### src/rtl/lsu_pkg.sv
// rtl/lsu_pkg.sv - shared funct3 codes, FSM state type and size helpers for the LSU
package lsu_pkg;

  localparam logic [2:0] F3_B  = 3'b000;
  localparam logic [2:0] F3_H  = 3'b001;
  localparam logic [2:0] F3_W  = 3'b010;
  localparam logic [2:0] F3_BU = 3'b100;
  localparam logic [2:0] F3_HU = 3'b101;

  typedef enum logic [1:0] {
    IDLE   = 2'd0,
    ACCESS = 2'd1,
    RESP   = 2'd2
  } state_t;

  function automatic logic [3:0] size_to_mask(input logic [1:0] sz);
    case (sz)
      2'b00:   size_to_mask = 4'b0001;
      2'b01:   size_to_mask = 4'b0011;
      2'b10:   size_to_mask = 4'b1111;
      default: size_to_mask = 4'b0000;
    endcase
  endfunction

  function automatic logic [2:0] size_bytes(input logic [1:0] sz);
    case (sz)
      2'b00:   size_bytes = 3'd1;
      2'b01:   size_bytes = 3'd2;
      default: size_bytes = 3'd4;
    endcase
  endfunction

endpackage

### src/rtl/load_extend.sv
// rtl/load_extend.sv - combinational sign/zero extension of lane-0 aligned load data
module load_extend
  import lsu_pkg::*;
(
  input  logic [2:0]  funct3,
  input  logic [31:0] rdata,
  output logic [31:0] ext
);

  always_comb begin
    ext = rdata;
    case (funct3)
      F3_B:    ext = {{24{rdata[7]}}, rdata[7:0]};
      F3_BU:   ext = {24'd0, rdata[7:0]};
      F3_H:    ext = {{16{rdata[15]}}, rdata[15:0]};
      F3_HU:   ext = {16'd0, rdata[15:0]};
      default: ext = rdata;
    endcase
  end

endmodule

### src/rtl/lsu_mem_master.sv
// rtl/lsu_mem_master.sv - single-outstanding load/store initiator for the byte-lane data memory
module lsu_mem_master
  import lsu_pkg::*;
#(
  parameter int ADDR_W        = 11,
  parameter int MEM_BYTES     = 2048,
  parameter int MISALIGN_TRAP = 1
) (
  input  logic              i_clk,
  input  logic              i_reset,
  input  logic              i_req_valid,
  output logic              o_req_ready,
  input  logic              i_req_we,
  input  logic [2:0]        i_req_funct3,
  input  logic [31:0]       i_req_addr,
  input  logic [31:0]       i_req_wdata,
  output logic              o_rsp_valid,
  input  logic              i_rsp_ready,
  output logic [31:0]       o_rsp_rdata,
  output logic              o_rsp_err,
  output logic [ADDR_W-1:0] o_mem_addr,
  output logic [31:0]       o_mem_wdata,
  output logic [3:0]        o_mem_mask,
  output logic              o_mem_wren,
  input  logic [31:0]       i_mem_rdata
);

  state_t state, state_next;

  logic        cap_we;
  logic [2:0]  cap_f3;
  logic [31:0] ext_data;

  logic        f3_legal;
  logic        out_of_range;
  logic        misaligned;
  logic        req_err;
  logic        accept;
  logic [2:0]  nbytes;
  logic [32:0] last_byte;

  // Range check in 33 bits so addr near 2^32 cannot wrap back into range
  always_comb begin
    if (i_req_we)
      f3_legal = (i_req_funct3 == F3_B) || (i_req_funct3 == F3_H) || (i_req_funct3 == F3_W);
    else
      f3_legal = (i_req_funct3 == F3_B) || (i_req_funct3 == F3_H) || (i_req_funct3 == F3_W) ||
                 (i_req_funct3 == F3_BU) || (i_req_funct3 == F3_HU);
    nbytes       = size_bytes(i_req_funct3[1:0]);
    last_byte    = {1'b0, i_req_addr} + 33'(nbytes) - 33'd1;
    out_of_range = ((i_req_addr >> ADDR_W) != 32'd0) || (last_byte > 33'(MEM_BYTES - 1));
    misaligned   = (MISALIGN_TRAP != 0) &&
                   (((i_req_funct3[1:0] == 2'b01) && i_req_addr[0]) ||
                    ((i_req_funct3[1:0] == 2'b10) && (i_req_addr[1:0] != 2'b00)));
    req_err      = !f3_legal || out_of_range || misaligned;
    accept       = (state == IDLE) && i_req_valid;
  end

  always_ff @(posedge i_clk) begin
    if (!i_reset) state <= IDLE;
    else          state <= state_next;
  end

  always_comb begin
    state_next = state;
    case (state)
      IDLE:    if (i_req_valid) state_next = req_err ? RESP : ACCESS;
      ACCESS:  state_next = RESP;
      RESP:    if (i_rsp_ready) state_next = IDLE;
      default: state_next = IDLE;
    endcase
  end

  load_extend u_load_extend (
    .funct3 (cap_f3),
    .rdata  (i_mem_rdata),
    .ext    (ext_data)
  );

  // Memory outputs default to 0 each cycle so they are only nonzero during ACCESS
  always_ff @(posedge i_clk) begin
    if (!i_reset) begin
      cap_we      <= 1'b0;
      cap_f3      <= 3'd0;
      o_mem_addr  <= '0;
      o_mem_wdata <= 32'd0;
      o_mem_mask  <= 4'd0;
      o_mem_wren  <= 1'b0;
      o_rsp_rdata <= 32'd0;
      o_rsp_err   <= 1'b0;
    end else begin
      o_mem_addr  <= '0;
      o_mem_wdata <= 32'd0;
      o_mem_mask  <= 4'd0;
      o_mem_wren  <= 1'b0;
      if (accept) begin
        cap_we      <= i_req_we;
        cap_f3      <= i_req_funct3;
        o_rsp_err   <= req_err;
        o_rsp_rdata <= 32'd0;
        if (!req_err) begin
          o_mem_addr  <= i_req_addr[ADDR_W-1:0];
          o_mem_wdata <= i_req_wdata;
          o_mem_mask  <= size_to_mask(i_req_funct3[1:0]);
          o_mem_wren  <= i_req_we;
        end
      end
      if (state == ACCESS && !cap_we)
        o_rsp_rdata <= ext_data;
    end
  end

  assign o_req_ready = (state == IDLE);
  assign o_rsp_valid = (state == RESP);

endmodule

### config.mk
export PLATFORM = sky130hd
export DESIGN_NAME = lsu_mem_master
export DESIGN_NICKNAME = d
export VERILOG_FILES = /design/src/rtl/lsu_pkg.sv /design/src/rtl/load_extend.sv /design/src/rtl/lsu_mem_master.sv
export SDC_FILE = /design/constraint.sdc
export NUM_CORES = 1
export LEC_CHECK = 0
export ABC_CLOCK_PERIOD_IN_PS = 4300
export CAP_MARGIN = 10
export CORE_AREA = 2 2 120 122
export CTS_CLUSTER_SIZE = 8
export DETAILED_ROUTE_END_ITERATION = 8
export DIE_AREA = 0 0 122 124
export GPL_TIMING_DRIVEN = 0
export HOLD_SLACK_MARGIN = 0.15
export PLACE_DENSITY = 0.74
export SYNTH_ARGS = -nofsm -noshare
export SYNTH_HDL_FRONTEND = slang
export SYNTH_HIERARCHICAL = 1
export SYNTH_SLANG_ARGS = --single-unit
### constraint.sdc
create_clock -name i_clk -period 4.3 [get_ports i_clk]
set_clock_uncertainty 0.2 [all_clocks]
set_input_delay 0.86 -clock i_clk [delete_from_list [all_inputs] [get_ports i_clk]]
set_output_delay 0.86 -clock i_clk [all_outputs]
set_load 0.01 [all_outputs]
==> out/results.ini, run 1 <==
[drt]
vias=5308
initialDrtViolationCount=309
ant_nets=0
post_drt_wl_per_cell_um=15.3
drt_wl_total_mm=16.0
drc_errors=0
post_drt_via_cell_ratio=5.08
drtPass1Iterations=4

[final_layout]
final_nets=1013
diodes=0
drive_above_1_share=0.128
synthToLayoutAreaGrowth_pct=49.7
fin_cells=1044

[synthesis]
synth_compound_area_frac=0.213
synth_area_leader_cell=dfxtp_1
synth_area_leaders=dfxtp_1 32%, ha_1 11%, and2_1 5.6%, nor2b_1 5.4%, a22oi_1 4.4%
synth_top_area_share=0.316
syn_inst=652
yosysWarnings=6
synth-seq-area-share=0.316
synthSimpleGateAreaFrac=0.251
synthDistinctLibCells=75
synth.mux.area_fraction=0.00986
synthFlopType=dfxtp_1
synth_xor_area_frac=0.0144
syn_area_um2=5460
syn_avg_cell_area_um2=8.37
synth_edf_count=0
synth.top_cells.by_count=86 x dfxtp_1, 52 x inv_1, 49 x and2_1, 49 x ha_1, 47 x nor2b_1
synth_top_family_by_area=simple AND/OR/NAND/NOR gates
synthAdderAreaFrac=0.116
async_flop_share=0
yosysMostFrequentCell=dfxtp_1
synth_nets=806
ys_ff_latch=86

[worst_setup_path]
critPathMaxStageDelay_ps=540
crit_cells=20
worstSetupPathType=input pin to flip-flop
arrival_ps=4640
path_cells=buf_12 > inv_16 > ha_4 > nor2_4 > inv_2 > ha_4 > inv_2 > fa_2 > a211oi_2 > o21ai_2 > a311oi_2 > a21oi_2 > a311oi_1 > a21oi_1 > or4_4 > nor4_4 > buf_4 > buf_6 > buf_6 > and2_4
start_kind=input pin
worstPathMaxFanout=5
critPathBufInv=7
ff2ff_path_depth=5
endpoint_kind=flip-flop
cp.required_ps=4380
rrSetupSlack_ps=2100
critPathTopFamily=compound AO/OA/AOI/OAI gates
crit_slowest_cell=or4_4

[global_route]
antenna_found_initial=0
grt_pass1_vias=5002
grt_use_total=0.204
grt_max_degree=16
grt_pass1_wl_mm=24.8
gr-total-overflow=0

[min_path]
hold_class=flip-flop to flip-flop
worstHoldPathCells=2

[status]
violations=negative setup slack
status=complete, but fails checks

[power]
power_density_nw_per_um2=267
vdd_drop_max_mv=0.181
leakagePower_nw=3.27
report.power.total_mw=2.18

[die]
rows=43
die_w_um=122
design.die.area_um2=15100
core_um2=13700
top_level_ports=187
die_h_um=124
floorplan.initialDensity=0.398

[cts]
root_buffer=clkbuf_16
clock_latency_ps=330
cts.htree.levels=3
cts_hold_buf=0
cts_buffers=9
path_clk_slew_ps=60
clock-sinks=86
cts_tree=yes
clk_path_buf_depth=2

[timing]
setup_ws_ps=-263
tns_ps=-11190
relSlewSlack=0.466
setup_viol=49
period_minus_slack_ps=4560
final-hold-violation-count=0
min_period_over_period=1.06
tightest_slew_ps=799
slew_viol_final=0
max_freq_ghz=0.219
rsz0062_at_grt=yes

[placed_design]
port_buffers=179
dpl.hpwl_mm=12.6
gp_congestion=0.883
place_inst=1011

[run]
maxCapViolations=0

[sequential cells by signal, indices dropped and copies added, names as in the netlist]
register / flops
o_mem_mask: 3
o_mem_wren: 1
cap_we: 1
o_rsp_rdata: 32
state: 2
o_mem_wdata: 32
o_rsp_err: 1
cap_f3: 3
o_mem_addr: 11
[metrics by stage]
| step | util | area, um2 | setup slack, ps | hold slack [ps] |
|---|---|---|---|---|
| 2_1_floorplan | - | 5510 | -169 | 284 |
| 3_3_place_gp | 0.548 | 7520 | -1380 | 292 |
| 3_5_place_dp | 0.548 | 7520 | -1390 | 304 |
| 4_1_cts | 0.589 | 8080 | -114 | 312 |
| 5_1_grt | 0.595 | 8170 | -339 | 337 |
| 6_report | 0.595 | 8170 | -263 | 295 |
[cells in the final DEF (no fill, tap or decap), types with 5 or more instances in the layout]
cell type        count
dfxtp_1             86
nor2_1              29
and2_4              12
nand2_1             46
nand2b_1            13
ha_4                 5
o21ai_1              5
o21ai_0             37
nor2b_1             47
a22oi_1             32
clkbuf_16            9
o21bai_1             5
clkdlybuf4s50_1    174
buf_4               22
buf_2                7
nand4b_1             6
inv_1               46
and3_1               6
ha_1                44
xnor2_1              5
o211ai_1             7
nor3_1               6
a21oi_1             32
nand4_1              9
clkbuf_1            14
buf_6               12
and2_1              37
[layer usage]
layer | GRT usage | part of all wire | vias up
met3 | 0.0371 | 0.068 | 14
met5 | 0 | 0 | -
met4 | 0.0489 | 0.012 | 0
met1 | 0.254 | 0.43 | 2436
met2 | 0.366 | 0.48 | 162
li1 | - | - | 2696
[cell type report]
| cell class | count | area (um2) |
|---|---|---|
| fillers | 1212 | 5550 |
| multi-input cells | 473 | 3440 |
| repair buffers | 197 | 1970 |
| flip-flops and latches | 86 | 1720 |
| plain buffers | 40 | 262 |
| clock buffers | 10 | 239 |
| well taps | 180 | 225 |
| inverters | 52 | 214 |
| clock inverters | 6 | 92.6 |
[worst paths after layout]
| path | endpoint | startpoint |
|---|---|---|
| min reg2reg | o_rsp_err | o_rsp_err |
| max | o_mem_addr[3] | i_req_funct3[1] |
| max reg2reg | o_rsp_rdata[9] | state[0] |
| min | o_rsp_err | o_rsp_err |
[power breakdown]
| part | internal [mW] | leakage (nW) | switching (mW) |
|---|---|---|---|
| logic | 0.257 | 2.42 | 0.278 |
| registers | 0.800 | 0.693 | 0.00241 |
| clock network | 0.528 | 0.156 | 0.314 |
| total | 1.59 | 3.27 | 0.595 |
[worst reg2reg max path, cell delays in order, from the launching register on]
cell	delay (ps)
dfxtp_1	380
nor3b_1	680
nor2_1	250
clkbuf_1	300
a22oi_1	210
nor2b_1	60
[logic make-up after synthesis]
logic type	Yosys count
simple gates	239
mux	5
compound gates	170
fa+ha+maj	50
xor+xnor	9
buf+inv	93
flops	86
[timing repair]
item	4_1_cts	5_1_grt
pin swaps	16	7
gates resized for setup	45	22
gates cloned	5	0
setup buffers	9	4
setup endpoints to repair	50	50
Power figures use the tool's default switching activity.
==> run 2: changes to the inputs <==
ABC_CLOCK_PERIOD_IN_PS = 5900   (was 4300)
GPL_TIMING_DRIVEN = default   (was 0)
PLACE_DENSITY = 0.71   (was 0.74)
clock period = 5.9 ns   (was 4.3 ns; I/O delays follow)
==> run 2 against run 1 <==
Effect of this change:
- the flow now finishes without violations
- sequential share of layout area grew 1.3 points
- total power shrank 29%
- cell count shrank 4.4%
- combinational power shrank 32%
- die area is the same
- setup slack gained 630 ps
- largest cell class unchanged
- highest routed layer unchanged
- first-iteration DRC count grew 16%
- global-route usage grew 0.39 points
- clock power shrank 29%
- via count shrank 1.6%
- flip-flop and latch count is the same
==> out/results.ini, run 2 (synthesis gave the netlist of run 1 again) <==
[status]
status=complete, no violations

[global_route]
grt_pass1_wl_mm=25.0
antenna_found_initial=0
grt_max_degree=49
grt_use_total=0.208
gr-total-overflow=0
grt_pass1_vias=5018

[drt]
post_drt_wl_per_cell_um=16.3
initialDrtViolationCount=359
drt_wl_total_mm=16.3
ant_nets=0
drtPass1Iterations=5
vias=5224
post_drt_via_cell_ratio=5.23
drc_errors=0

[worst_setup_path]
arrival_ps=5610
critPathTopFamily=simple AND/OR/NAND/NOR gates
crit_cells=18
cpMostUsedCell=inv_1
start_kind=input pin
critPathMaxStageDelay_ps=600
crit_slowest_cell=or4_1
endpoint_kind=flip-flop
critPathBufInv=5
path_cells=clkdlybuf4s50_1 > inv_1 > ha_1 > nor2_1 > inv_1 > ha_1 > inv_1 > fa_1 > a211oi_1 > o21ai_1 > a311oi_2 > a21oi_1 > nand3b_1 > a21bo_1 > or4_1 > nor4_4 > buf_12 > and2_1
worstPathMaxFanout=48
worstSetupPathType=input pin to flip-flop
ff2ff_path_depth=4
cp.required_ps=5970

[timing]
setup_viol=0
final-hold-violation-count=0
max_freq_ghz=0.181
tightest_slew_ps=852
slew_viol_final=0
min_period_over_period=0.938
period_minus_slack_ps=5540
setup_ws_ps=364
tns_ps=0
rsz0062_at_grt=no
relSlewSlack=0.431

[cts]
cts_hold_buf=0
cts_tree=yes
path_clk_slew_ps=60
cts_buffers=9
cts.htree.levels=3
ctsResizeCount=0
root_buffer=clkbuf_16
clock_latency_ps=330
clock-sinks=86
post-cts-setup-buffer-count=0
clk_path_buf_depth=2

[run]
maxCapViolations=0

[min_path]
hold_class=flip-flop to flip-flop
worstHoldPathCells=2

[placed_design]
place_inst=982
gp_congestion=0.939
port_buffers=186
place_ws_ps=67.9
dpl.hpwl_mm=12.7

[final_layout]
fin_cells=998
drive_above_1_share=0.0465
diodes=0
final_cell_mix=186 x clkdlybuf4s50_1, 86 x dfxtp_1, 52 x inv_1
synthToLayoutAreaGrowth_pct=40.9
reg_top3=o_mem_wdata (32), o_rsp_rdata (32), o_mem_addr (11)
layout_commonest_cell=clkdlybuf4s50_1
final_nets=967
final_util=0.560
nFillCells=1260

[die]
die_w_um=122
top_level_ports=187
rows=43
die_h_um=124
floorplan.initialDensity=0.398
design.die.area_um2=15100
core_um2=13700

[power]
vdd_drop_max_mv=0.115
power_frac_comb=0.234
power_density_nw_per_um2=203
power_switching_uw=417
p_int_mw=1.14
leakagePower_nw=3.05
p_seq_frac=0.379
clkPwrFrac=0.387
switching_share=0.268

==> run 2: cell types whose count changed in the layout (fill, tap and decap cells not counted), moves of 3 or more <==
cell             delta
and2_1             +12
and2_4             -12
buf_2               -7
buf_4              -18
buf_6              -12
buf_8               -3
clkbuf_1           -13
clkdlybuf4s50_1    +12
ha_1                +5
ha_4                -5
inv_1               +6
inv_2               -4
==> run 2: power groups by stage <==
stage / Clock, mW / Combinational, mW / Sequential (mW)
2_1_floorplan: 0 / 0.229 / 0.598
3_3_place_gp: 0 / 0.356 / 0.602
3_5_place_dp: 0 / 0.359 / 0.602
4_1_cts: 0.616 / 0.362 / 0.589
5_1_grt: 0.644 / 0.401 / 0.590
6_report: 0.602 / 0.365 / 0.589
==> run 2: area by class of cell <==
cell class	instances	area (um2)	area share
multi-input cells	473	3310	0.430
inverters	52	195	0.0254
well taps	180	225	0.0293
clock buffers	11	243	0.0316
flip-flops and latches	86	1720	0.224
repair buffers	191	1910	0.249
clock inverters	5	82.6	0.0107
==> run 2: worst paths after layout <==
check / from / to / slack [ps]
worst max-delay path: i_req_funct3[1] / o_mem_addr[3] / 360
worst min-delay path: o_rsp_err / o_rsp_err / 280
worst max register to register: cap_f3[1] / o_rsp_rdata[19] / 3740
worst min register to register: o_rsp_err / o_rsp_err / 280
==> run 2: routing by layer <==
layer  part of all wire  wire length, um  vias up  global-route usage
li1                   -                -     2604                   -
met1               0.43             7040     2393               0.256
met2               0.49             7900      209               0.370
met3              0.068             1110       18              0.0403
met4              0.013              214        0              0.0603
met5                  0                0        -                   0
==> run 2: through the flow <==
stage | cell area, um2 | hold WS, ps | power [mW]
after floorplan | 5460 | 284 | 0.827
after global placement | 7360 | 275 | 0.958
after detailed placement | 7360 | 273 | 0.961
after CTS | 7680 | 283 | 1.57
after global routing | 7680 | 313 | 1.63
final | 7680 | 281 | 1.56
==> run 2: worst reg2reg max path, stage by stage (launching register included) <==
cell	delay [ps]
dfxtp_1	870
or2_1	500
o21ai_0	200
a22oi_1	210
nor2b_1	60
